**config.mk**
```make
export PLATFORM = sky130hd
export DESIGN_NAME = vm2002_stock_arbiter
export DESIGN_NICKNAME = d
export VERILOG_FILES = /design/src/rtl/vm2002_pkg.sv /design/src/rtl/vm2002_rr_arb2.sv /design/src/rtl/vm2002_stock_arbiter.sv
export SDC_FILE = /design/constraint.sdc
export NUM_CORES = 1
export LEC_CHECK = 0
export ABC_AREA = 1
export CAP_MARGIN = 20
export CORE_AREA = 2 2 141 143
export CTS_CLUSTER_SIZE = 30
export DETAILED_ROUTE_END_ITERATION = 6
export DIE_AREA = 0 0 143 145
export DONT_BUFFER_PORTS = 1
export PLACE_DENSITY = 0.76
export SKIP_CTS_REPAIR_TIMING = 1
export SYNTH_ARGS = -nofsm -noshare
export SYNTH_HDL_FRONTEND = slang
export SYNTH_SLANG_ARGS = --single-unit
```
**constraint.sdc**
```tcl
create_clock -name clk -period 3.12 [get_ports clk]
set_clock_uncertainty 0.05 [all_clocks]
set_input_delay 0.312 -clock clk [delete_from_list [all_inputs] [get_ports clk]]
set_output_delay 0.312 -clock clk [all_outputs]
set_load 0.01 [all_outputs]
```
**src/rtl/vm2002_pkg.sv**
```systemverilog
// vm2002 shared types and constants for the stock/price table and its arbiter.
package vm2002_pkg;

    localparam int NUM_ITEMS = 8;
    localparam int ITEM_W    = $clog2(NUM_ITEMS);
    localparam int CNT_W     = 4;
    localparam int MAX_COUNT = 15;
    localparam int COST_W    = 8;
    localparam int AMT_W     = 16;

    typedef enum logic [1:0] {
        ST_OK           = 2'b00,
        ST_OUT_OF_STOCK = 2'b01,
        ST_INSUFFICIENT = 2'b10,
        ST_ERROR        = 2'b11
    } stock_status_t;

    typedef enum logic [1:0] {
        S_IDLE   = 2'b00,
        S_LOOKUP = 2'b01,
        S_UPDATE = 2'b10,
        S_RESP   = 2'b11
    } arb_state_t;

    typedef struct packed {
        logic [CNT_W-1:0]  count;
        logic [COST_W-1:0] cost;
    } stock_entry_t;

    typedef enum logic {
        REQ_VEND = 1'b0,
        REQ_SUP  = 1'b1
    } requester_t;

    // Restock sum carried one bit wider so an overflow past MAX_COUNT is visible.
    function automatic logic [CNT_W:0] restock_sum(input logic [CNT_W-1:0] count,
                                                   input logic [CNT_W-1:0] add);
        return {1'b0, count} + {1'b0, add};
    endfunction

endpackage

```
**src/rtl/vm2002_rr_arb2.sv**
```systemverilog
// Two-way round-robin picker. On a tie the requester that did not win last time
// is chosen; last_winner only moves when a transaction completes (advance).
module vm2002_rr_arb2
    import vm2002_pkg::*;
(
    input  logic       clk,
    input  logic       hrst_n,
    input  logic       srst,
    input  logic [1:0] req,
    input  logic       advance,
    output logic       winner
);

    logic last_winner_r;
    logic winner_s;

    // Pick the winner from the current request vector and the fairness history.
    always_comb begin
        winner_s = last_winner_r;
        case (req)
            2'b01:   winner_s = REQ_VEND;
            2'b10:   winner_s = REQ_SUP;
            2'b11:   winner_s = ~last_winner_r;
            default: winner_s = last_winner_r;
        endcase
    end

    // Remember who was served last; a soft reset leaves the history untouched.
    always_ff @(posedge clk or negedge hrst_n) begin
        if (!hrst_n) begin
            last_winner_r <= REQ_SUP;
        end else if (srst) begin
            last_winner_r <= last_winner_r;
        end else if (advance) begin
            last_winner_r <= winner_s;
        end else begin
            last_winner_r <= last_winner_r;
        end
    end

    assign winner = winner_s;

endmodule

```
**src/rtl/vm2002_stock_arbiter.sv**
```systemverilog
// vm2002 stock/price table shared by the vend and supplier ports. Each granted
// transaction runs IDLE -> LOOKUP -> UPDATE -> RESP so every read-modify-write
// of a slot is atomic with respect to the other port.
module vm2002_stock_arbiter
    import vm2002_pkg::*;
(
    input  logic        clk,
    input  logic        hrst_n,
    input  logic        srst,
    input  logic        vend_req,
    input  logic [2:0]  vend_item,
    input  logic [15:0] vend_amount,
    output logic        vend_gnt,
    output logic        vend_done,
    output logic [1:0]  vend_status,
    output logic [15:0] vend_change,
    input  logic        sup_req,
    input  logic [2:0]  sup_item,
    input  logic [3:0]  sup_count,
    input  logic [7:0]  sup_cost,
    output logic        sup_gnt,
    output logic        sup_done,
    output logic        sup_err,
    input  logic [2:0]  peek_item,
    output logic [3:0]  peek_count,
    output logic [7:0]  peek_cost
);

    localparam logic [CNT_W:0] MAX_SUM = (CNT_W+1)'(MAX_COUNT);

    arb_state_t          state_r, state_s;
    stock_entry_t        table_r [NUM_ITEMS];
    stock_entry_t        entry_r;
    logic                owner_r;
    logic [ITEM_W-1:0]   item_r;
    logic [AMT_W-1:0]    amount_r;
    logic [CNT_W-1:0]    add_r;
    logic [COST_W-1:0]   new_cost_r;

    logic                winner_s;
    logic [1:0]          arb_req_s;
    logic                advance_s;
    logic                take_s;

    stock_status_t       status_s;
    logic [AMT_W-1:0]    change_s;
    logic                vend_wr_s;
    logic                sup_err_s;
    logic [CNT_W:0]      sum_s;

    logic                vend_gnt_r, vend_done_r, sup_gnt_r, sup_done_r, sup_err_r;
    stock_status_t       vend_status_r;
    logic [AMT_W-1:0]    vend_change_r;

    // In RESP the arbiter is shown only the finishing owner so advance records it.
    always_comb begin
        advance_s = (state_r == S_RESP);
        take_s    = (state_r == S_IDLE) && (vend_req || sup_req);
        if (state_r == S_RESP) begin
            arb_req_s = (owner_r == REQ_SUP) ? 2'b10 : 2'b01;
        end else begin
            arb_req_s = {sup_req, vend_req};
        end
    end

    vm2002_rr_arb2 u_arb (
        .clk     (clk),
        .hrst_n  (hrst_n),
        .srst    (srst),
        .req     (arb_req_s),
        .advance (advance_s),
        .winner  (winner_s)
    );

    // Next-state logic for the fixed four-step transaction.
    always_comb begin
        state_s = state_r;
        case (state_r)
            S_IDLE: begin
                if (take_s) begin
                    state_s = S_LOOKUP;
                end else begin
                    state_s = S_IDLE;
                end
            end
            S_LOOKUP: state_s = S_UPDATE;
            S_UPDATE: state_s = S_RESP;
            S_RESP:   state_s = S_IDLE;
            default:  state_s = S_IDLE;
        endcase
    end

    // State register; soft reset aborts whatever is in flight.
    always_ff @(posedge clk or negedge hrst_n) begin
        if (!hrst_n) begin
            state_r <= S_IDLE;
        end else if (srst) begin
            state_r <= S_IDLE;
        end else begin
            state_r <= state_s;
        end
    end

    // Capture the winner's operands at grant; they are don't-care afterwards.
    always_ff @(posedge clk or negedge hrst_n) begin
        if (!hrst_n) begin
            owner_r    <= REQ_SUP;
            item_r     <= 3'd0;
            amount_r   <= 16'd0;
            add_r      <= 4'd0;
            new_cost_r <= 8'd0;
        end else if (take_s && !srst) begin
            owner_r    <= winner_s;
            item_r     <= (winner_s == REQ_SUP) ? sup_item : vend_item;
            amount_r   <= vend_amount;
            add_r      <= sup_count;
            new_cost_r <= sup_cost;
        end
    end

    // Snapshot the addressed slot during LOOKUP.
    always_ff @(posedge clk or negedge hrst_n) begin
        if (!hrst_n) begin
            entry_r <= '{count: 4'd0, cost: 8'd0};
        end else if (state_r == S_LOOKUP) begin
            entry_r <= table_r[item_r];
        end
    end

    // Vend outcome in priority order, and restock overflow check.
    always_comb begin
        status_s  = ST_OK;
        change_s  = amount_r;
        vend_wr_s = 1'b0;
        sum_s     = restock_sum(entry_r.count, add_r);
        if (entry_r.cost == 8'd0) begin
            status_s = ST_ERROR;
        end else if (entry_r.count == 4'd0) begin
            status_s = ST_OUT_OF_STOCK;
        end else if (amount_r < {8'd0, entry_r.cost}) begin
            status_s = ST_INSUFFICIENT;
        end else begin
            status_s  = ST_OK;
            change_s  = amount_r - {8'd0, entry_r.cost};
            vend_wr_s = 1'b1;
        end
        if (sum_s > MAX_SUM) begin
            sup_err_s = 1'b1;
        end else begin
            sup_err_s = 1'b0;
        end
    end

    // Table write at the end of UPDATE; a soft reset in UPDATE suppresses it.
    always_ff @(posedge clk or negedge hrst_n) begin
        if (!hrst_n) begin
            for (int i = 0; i < NUM_ITEMS; i++) begin
                table_r[i] <= '{count: 4'd0, cost: 8'd0};
            end
        end else if (!srst && (state_r == S_UPDATE)) begin
            if ((owner_r == REQ_VEND) && vend_wr_s) begin
                table_r[item_r].count <= entry_r.count - 4'd1;
            end else if ((owner_r == REQ_SUP) && !sup_err_s) begin
                table_r[item_r].count <= sum_s[CNT_W-1:0];
                if (new_cost_r != 8'd0) begin
                    table_r[item_r].cost <= new_cost_r;
                end
            end
        end
    end

    // Registered handshake pulses and results held until the next done.
    always_ff @(posedge clk or negedge hrst_n) begin
        if (!hrst_n) begin
            vend_gnt_r    <= 1'b0;
            sup_gnt_r     <= 1'b0;
            vend_done_r   <= 1'b0;
            sup_done_r    <= 1'b0;
            vend_status_r <= ST_OK;
            vend_change_r <= 16'd0;
            sup_err_r     <= 1'b0;
        end else if (srst) begin
            vend_gnt_r  <= 1'b0;
            sup_gnt_r   <= 1'b0;
            vend_done_r <= 1'b0;
            sup_done_r  <= 1'b0;
        end else begin
            vend_gnt_r  <= take_s && (winner_s == REQ_VEND);
            sup_gnt_r   <= take_s && (winner_s == REQ_SUP);
            vend_done_r <= (state_r == S_UPDATE) && (owner_r == REQ_VEND);
            sup_done_r  <= (state_r == S_UPDATE) && (owner_r == REQ_SUP);
            if ((state_r == S_UPDATE) && (owner_r == REQ_VEND)) begin
                vend_status_r <= status_s;
                vend_change_r <= change_s;
            end
            if ((state_r == S_UPDATE) && (owner_r == REQ_SUP)) begin
                sup_err_r <= sup_err_s;
            end
        end
    end

    assign vend_gnt    = vend_gnt_r;
    assign vend_done   = vend_done_r;
    assign vend_status = vend_status_r;
    assign vend_change = vend_change_r;
    assign sup_gnt     = sup_gnt_r;
    assign sup_done    = sup_done_r;
    assign sup_err     = sup_err_r;
    assign peek_count  = table_r[peek_item].count;
    assign peek_cost   = table_r[peek_item].cost;

endmodule

```
==> results of run 1 <==
## layout make-up
cell class	instances	area, sq um
inverters	109	419.2
fillers	1740	8859
clock buffers	20	456.7
well taps	265	331.6
repair buffers	59	530.5
clock inverters	12	143.9
flip-flops and latches	166	4156
multi-input cells	843	4310
## cells by family (layout without fill, tap and decap cells)
logic type | count (synthesis) | after routing | synth area share [%]
flops | 166 | 166 | 44.18
buf+inv | 171 | 200 | 10.11
compound gates | 219 | 219 | 13.49
xor+xnor | 10 | 10 | 0.9310
fa+ha+maj | 19 | 19 | 2.687
simple gates | 595 | 595 | 28.61
## sequential cells by signal, indices dropped and copies added (netlist names)
signal and flops:
vend_change 16, amount_r 16, sup_gnt 1, vend_gnt 1
owner_r 1, sup_err 1, vend_done 1, item_r 3
sup_done 1, new_cost_r 8, state_r 2, add_r 4
entry_r 12, vend_status 2, u_arb.last_winner_r 1, table_r 96
## cell usage after synthesis (all sizes together)
library cell	n	area, sq um
a211oi	6	45.04
a21o	1	7.510
a21oi	52	271.5
a221oi	13	113.9
a22oi	3	22.52
a31oi	21	131.4
a41oi	2	17.52
buf	28	314.1
clkbuf	34	217.7
clkinv	7	28.78
dfrtp	164	4104
dfstp	2	52.55
fa	2	40.04
ha	17	212.7
inv	102	390.4
nand2	383	1493
nand3	43	345.3
nand4	69	431.7
nor2	92	377.9
nor3	5	25.02
nor4	2	12.51
o211ai	6	45.04
o21a	1	7.510
o21ai	101	516.8
o21bai	3	22.52
o22ai	8	50.05
o2bb2ai	2	17.52
or2	1	6.260
xnor2	3	26.28
xor2	7	61.31
## cell usage in the layout, fill, tap and decap left out, types with 3 or more instances in the layout
cell	n
nand2_1	378
dfrtp_1	164
inv_1	99
o21ai_0	95
nor2_1	87
nand4_1	69
a21oi_1	51
nand3_1	32
dlygate4sd3_1	30
buf_4	28
a31oi_1	21
ha_1	17
clkbuf_16	17
a221oi_1	13
nand3_4	10
o22ai_1	8
xor2_1	7
o211ai_1	6
a211oi_1	6
clkinv_1	5
o21ai_1	5
clkinv_4	5
nor2_4	4
inv_6	4
nand2_4	3
xnor2_1	3
clkinv_2	3
nor3_1	3
o21bai_1	3
a22oi_1	3
## worst max-delay path: stages, from the launching register on
cell and delay [ns]:
dfrtp_1 0.40, ha_1 0.24, fa_1 0.41, inv_1 0.07, nand2_1 0.04, nand2_1 0.09, nand3_2 0.11, nand3_4 0.15
nand2_4 0.12, o21ai_4 0.17, buf_12 0.37, nand2_1 0.24, nand2_1 0.12, o21ai_0 0.10
## power by group through the flow
stage	clock, mW	sequential, mW	combinational [mW]
floorplan	0	3.57	3.44
global placement	0	3.83	4.00
global route	2.28	3.96	4.72
CTS	2.17	3.82	4.17
detailed placement	0	3.85	4.12
finish	2.16	3.85	4.27
## metrics by stage
stage	hold slack [ns]	total power [mW]	instance area, sq um	utilization (%)	std cells
final	-0.4696	10.28	10350	53.88	1474
after global routing	-0.4867	10.96	10350	53.88	1474
after CTS	-0.4867	10.16	10050	52.32	1444
after detailed placement	-0.02327	7.961	9448	49.19	1412
after global placement	-0.02229	7.834	9448	49.19	1412
after floorplan	-0.03359	7.008	9408	-	1180
## worst max-delay path by stage
stage                     from          end  slack (ns)
finish              entry_r[0]  table_r[58]        0.28
global route        entry_r[0]  table_r[80]        0.08
CTS                 entry_r[0]  table_r[58]        0.32
detailed placement  entry_r[0]  table_r[58]        0.36
global placement    entry_r[0]   table_r[1]        0.45
floorplan           entry_r[0]  table_r[48]        0.84
## metal layers
layer | wire, microns | share of wire [%] | global-route usage [%] | vias up
met1 | 11240 | 43 | 36.23 | 3970
met3 | 2521 | 9.7 | 6.370 | 56
li1 | - | - | - | 3956
met2 | 11640 | 45 | 37.20 | 431
met5 | 0 | 0 | 0 | -
met4 | 640 | 2.5 | 8.713 | 0
==> impl_metrics.env, run 1 <==
export IMPL_status="complete, but fails checks"
export IMPL_failed_checks="negative hold slack"
export IMPL_dieArea_sq_mm=0.02074
export IMPL_clock_path_buffers=2
export IMPL_syn_area_sq_mm=0.009408
export IMPL_rsz0062_at_grt="no"
export IMPL_worst_r2r_setup_slack_ns=0.28
export IMPL_grt_remaining_overflow=0
export IMPL_start_kind="register"
export IMPL_leakage_nw=5.019
export IMPL_grt_pass1_vias=7841
export IMPL_layout_nets=1257
export IMPL_p_comb_share_pct=41.5
export IMPL_vias_per_cell=5.708
export IMPL_post_drt_wl_per_cell_microns=17.67
export IMPL_end_kind="register"
export IMPL_num_io_pins=77
export IMPL_p_int_mw=5.603
export IMPL_clock_sinks=166
export IMPL_synth_area_per_cell_sq_um=7.973
export IMPL_dp_slack_ns=0.3596
export IMPL_seqPwrFrac_pct=37.5
export IMPL_synth_nets=1241
export IMPL_yosysWarnings=0
export IMPL_path_clk_slew_ns=0.07
export IMPL_pwr_share_clk_pct=21.0
export IMPL_layout_drive_gt1_share_pct=7.610
export IMPL_gp_congestion=0.8969
export IMPL_setup_violations=0
export IMPL_io_buffers=0
export IMPL_cts_tree="done"
export IMPL_fin_hold_ws_ns=-0.4696
export IMPL_clkLatencyLatePin_ns=0.44
export IMPL_r2r_end="table_r[58]"
export IMPL_antenna_found_initial=0
export IMPL_drv_slew=0
export IMPL_reg2reg_from="entry_r[0]"
export IMPL_ant_nets=0
export IMPL_crit_type="reg2reg"
export IMPL_cts_made_buffers=17
export IMPL_grtUsageTotal_pct=25.28
export IMPL_rr_worst_depth=13
export IMPL_h_tree_depth=4
export IMPL_synth_seq_cells=166
export IMPL_cp_required_ns=3.37
export IMPL_drt_iter0_markers=972
export IMPL_power_switching_mw=4.677
export IMPL_yosysSeqAreaShare_pct=44.18
export IMPL_setup_ws_ns=0.2793
export IMPL_maxCapViolCount=0
export IMPL_min_period_over_period_pct=91.05
export IMPL_rows=51
export IMPL_synth_cells=1180
export IMPL_fmax_mhz=352.0
export IMPL_hold_viol=167
export IMPL_wl_microns=26040
export IMPL_remaining_drc_errors=0
export IMPL_core_area_sq_mm=0.01921
export IMPL_fp_dieH_microns=145
export IMPL_swShare_pct=45.50
export IMPL_vias=8413
export IMPL_slew_headroom_pct=48.34
export IMPL_area_delta_synth_final_pct=10.00
export IMPL_start_util_pct=48.98
export IMPL_ys_types=47
export IMPL_clock_root_buffer="clkbuf_16"
export IMPL_hold_class="in2async"
export IMPL_dpl_hpwl_microns=17160
export IMPL_ir_worst_vdd_mv=0.4955
export IMPL_grt_max_degree=167
export IMPL_period_needed_ns=2.841
export IMPL_die_x_microns=143
export IMPL_crit_arrival_ns=3.09
export IMPL_timing_setup_tns_ns=0
export IMPL_cellPowerDensity_mw_per_mm2=993.3
export IMPL_worstPathMaxFanout=68
export IMPL_diodes=0
export IMPL_grt_pass1_wl_microns=41670
export IMPL_dr_pass1_iters=5
export IMPL_tightest_slew_ns=0.7740
Power figures use the tool's default switching activity.
==> run 2, diff against run 1 <==
- CORE_AREA: 2 2 141 143 -> 2 2 140 142
- DIE_AREA: 0 0 143 145 -> 0 0 142 144
- SYNTH_HIERARCHICAL: default -> 1
==> impl_metrics.env, run 2 <==
export IMPL_synthFlopType="dfrtp_1"
export IMPL_leakage_nw=4.945
export IMPL_start_kind="register"
export IMPL_layout_nets=1215
export IMPL_grt_max_degree=167
export IMPL_fillers=1739
export IMPL_fmax_mhz=363.5
export IMPL_clock_sinks=166
export IMPL_synth_seq_cells=166
export IMPL_end_kind="register"
export IMPL_p_int_mw=5.639
export IMPL_fp_dieH_microns=144
export IMPL_yosys_top_cells_count="nand2_1 (335), dfrtp_1 (164), nor2_1 (95)"
export IMPL_area_delta_synth_final_pct=10.07
export IMPL_cp_required_ns=3.45
export IMPL_layout_drive_gt1_share_pct=9.683
export IMPL_cellPowerDensity_mw_per_mm2=994.0
export IMPL_dp_slack_ns=0.4131
export IMPL_crit_type="reg2reg"
export IMPL_largest_register="table_r"
export IMPL_maxCapViolCount=0
export IMPL_synth_edff_count=0
export IMPL_dpl_hpwl_microns=17300
export IMPL_vias=8304
export IMPL_cp_common_cell="nand2_1"
export IMPL_cp_endpoint="table_r[50]"
export IMPL_rows=51
export IMPL_grt_met1_usage_pct=35.60
export IMPL_drv_slew=0
export IMPL_timing_setup_tns_ns=0
export IMPL_gp_congestion=0.9372
export IMPL_clkLatencyLatePin_ns=0.44
export IMPL_synth_nets=1202
export IMPL_antenna_found_initial=0
export IMPL_min_period_over_period_pct=88.18
export IMPL_ir_worst_vdd_mv=0.4220
export IMPL_grtUsageTotal_pct=26.43
export IMPL_synth_top_area_cell="dfrtp_1"
export IMPL_hold_class="in2async"
export IMPL_path_clk_slew_ns=0.07
export IMPL_worstPathMaxFanout=51
export IMPL_slew_headroom_pct=48.75
export IMPL_r2r_end="table_r[50]"
export IMPL_yosysWarnings=6
export IMPL_cp_slowest_stage_delay_ns=0.41
export IMPL_crit_path_cell_trace="ha_1 > fa_1 > inv_1 > nand2_1 > nand2_1 > nand3_2 > nand3_4 > nand2_4 > o21ai_4 > buf_12 > buf_4 > nand4_1 > nand2_1"
export IMPL_syn_area_sq_mm=0.009268
export IMPL_use_met2_pct=40.12
export IMPL_clock_path_buffers=2
export IMPL_synth_top_cell_area_share_pct=44.28
export IMPL_worst_r2r_setup_slack_ns=0.37
export IMPL_hold_viol=168
export IMPL_setup_violations=0
export IMPL_grt_pass1_wl_microns=42050
export IMPL_swShare_pct=44.38
export IMPL_status="complete, but fails checks"
export IMPL_fin_hold_ws_ns=-0.4748
export IMPL_setup_ws_ns=0.3688
export IMPL_ys_types=47
export IMPL_crit_arrival_ns=3.08
export IMPL_regArea_sq_mm=0.004156
export IMPL_synth_area_per_cell_sq_um=8.122
export IMPL_h_tree_depth=4
export IMPL_cts_made_buffers=17
export IMPL_rsz0062_at_grt="no"
export IMPL_largest_register_ff_count=96
export IMPL_period_needed_ns=2.751
export IMPL_dieArea_sq_mm=0.02045
export IMPL_grt_pass1_vias=7751
export IMPL_wl_microns=26260
export IMPL_failed_checks="negative hold slack"
export IMPL_rr_worst_depth=13
export IMPL_final_cell_mix="nand2_1 (335), dfrtp_1 (164), nor2_1 (95), inv_1 (91), o21ai_0 (80)"
export IMPL_synth_area_leaders="dfrtp_1 (44%), nand2_1 (14%), nand4_1 (4.5%)"
export IMPL_diodes=0
export IMPL_seqPwrFrac_pct=38.6
export IMPL_drt_iter0_markers=824
export IMPL_die_x_microns=142
export IMPL_reg2reg_from="entry_r[0]"
export IMPL_grt_remaining_overflow=0
export IMPL_remaining_drc_errors=0
export IMPL_multi_input_area_sq_mm=0.004268
export IMPL_vias_per_cell=5.910
export IMPL_ant_nets=0
export IMPL_clock_root_buffer="clkbuf_16"
export IMPL_synth_cells=1141
export IMPL_tightest_slew_ns=0.7640
export IMPL_post_drt_wl_per_cell_microns=18.69
export IMPL_critPathSlowestCell="dfrtp_1"
export IMPL_mostFrequentLayoutCell="nand2_1"
export IMPL_num_io_pins=77
export IMPL_yosysMostFrequentCell="nand2_1"
export IMPL_core_area_sq_mm=0.01908
export IMPL_ys_async_sr_fraction_pct=100.0
export IMPL_start_util_pct=48.57
export IMPL_cts_tree="done"
export IMPL_power_switching_mw=4.500
export IMPL_dr_pass1_iters=6
export IMPL_yosysSeqAreaShare_pct=44.85
export IMPL_grt_busiest_layer="met2"
export IMPL_io_buffers=0
export IMPL_p_comb_share_pct=40.7
export IMPL_pwr_share_clk_pct=20.7
export IMPL_grt_use_met3_pct=8.808
export IMPL_crit_start="entry_r[0]"
run 2: cell count changes after synthesis, moves of 8 or more:
cell      before  now
inv_1         99   91
o21ai_0       95   80
nor2_1        87   95
clkbuf_8       9    0
mux2_2         0   21
nand2_1      378  335
buf_4          0   12
run 2: how the worst min path moves through the flow:
| stage | startpoint | to | slack, ns | depth (start not counted) |
|---|---|---|---|---|
| 6_report | hrst_n | vend_change[1] | -0.47 | 0 |
| 5_1_grt | hrst_n | amount_r[13] | -0.49 | 0 |
| 4_1_cts | hrst_n | table_r[3] | -0.49 | 0 |
| 3_5_place_dp | hrst_n | vend_change[1] | -0.02 | 0 |
| 3_3_place_gp | hrst_n | vend_change[0] | -0.02 | 0 |
| 2_1_floorplan | hrst_n | add_r[0] | -0.03 | 0 |
run 2: worst max-delay path: cells and delay by family (launching register included):
| kind | cells | cell delay (ns) |
|---|---|---|
| AO/OA/AOI/OAI | 1 | 0.19 |
| adder cells (fa/ha/maj) | 2 | 0.66 |
| buffers and inverters | 3 | 0.64 |
| flip-flops | 1 | 0.41 |
| AND/OR/NAND/NOR | 7 | 0.74 |
run 2: per-layer routing:
metal / up-vias / part of all wire (%)
li1: 3841 / -
met1: 3918 / 42
met2: 482 / 44
met3: 63 / 11
met4: 0 / 2.5
met5: - / 0
run 2: cell type report:
class | instances | share of cell area [%]
flip-flops and latches | 166 | 40.75
clock inverters | 12 | 1.165
repair buffers | 58 | 5.102
well taps | 238 | 2.919
clock buffers | 20 | 4.575
multi-input cells | 813 | 41.84
inverters | 98 | 3.655
run 2: logic make-up (layout without fill, tap and decap cells):
family / after synthesis / count (layout) / share of synthesized area [%]
compound gates: 207 / 207 / 13.28
xor+xnor: 9 / 9 / 0.8506
fa+ha+maj: 19 / 19 / 2.727
buf+inv: 162 / 188 / 9.208
flops: 166 / 166 / 44.85
mux: 21 / 21 / 2.552
simple gates: 557 / 557 / 26.53
run 2: through the flow:
step	cell area [sq um]	std cells	util, %	hold slack (ns)	power [mW]
2_1_floorplan	9268	1141	-	-0.03359	6.788
3_3_place_gp	9325	1344	48.88	-0.02050	7.723
3_5_place_dp	9325	1344	48.88	-0.02322	7.849
4_1_cts	9911	1376	51.94	-0.4887	9.995
5_1_grt	10200	1405	53.47	-0.4942	10.80
6_report	10200	1405	53.47	-0.4748	10.14
run 2: power by group through the flow:
stage                     Sequential (mW)  Clock, mW  Combinational (mW)
after CTS                            3.87       2.13                4.00
final                                3.91       2.10                4.13
after floorplan                      3.56          0                3.23
after detailed placement             3.90          0                3.95
after global routing                 4.01       2.20                4.59
after global placement               3.88          0                3.84
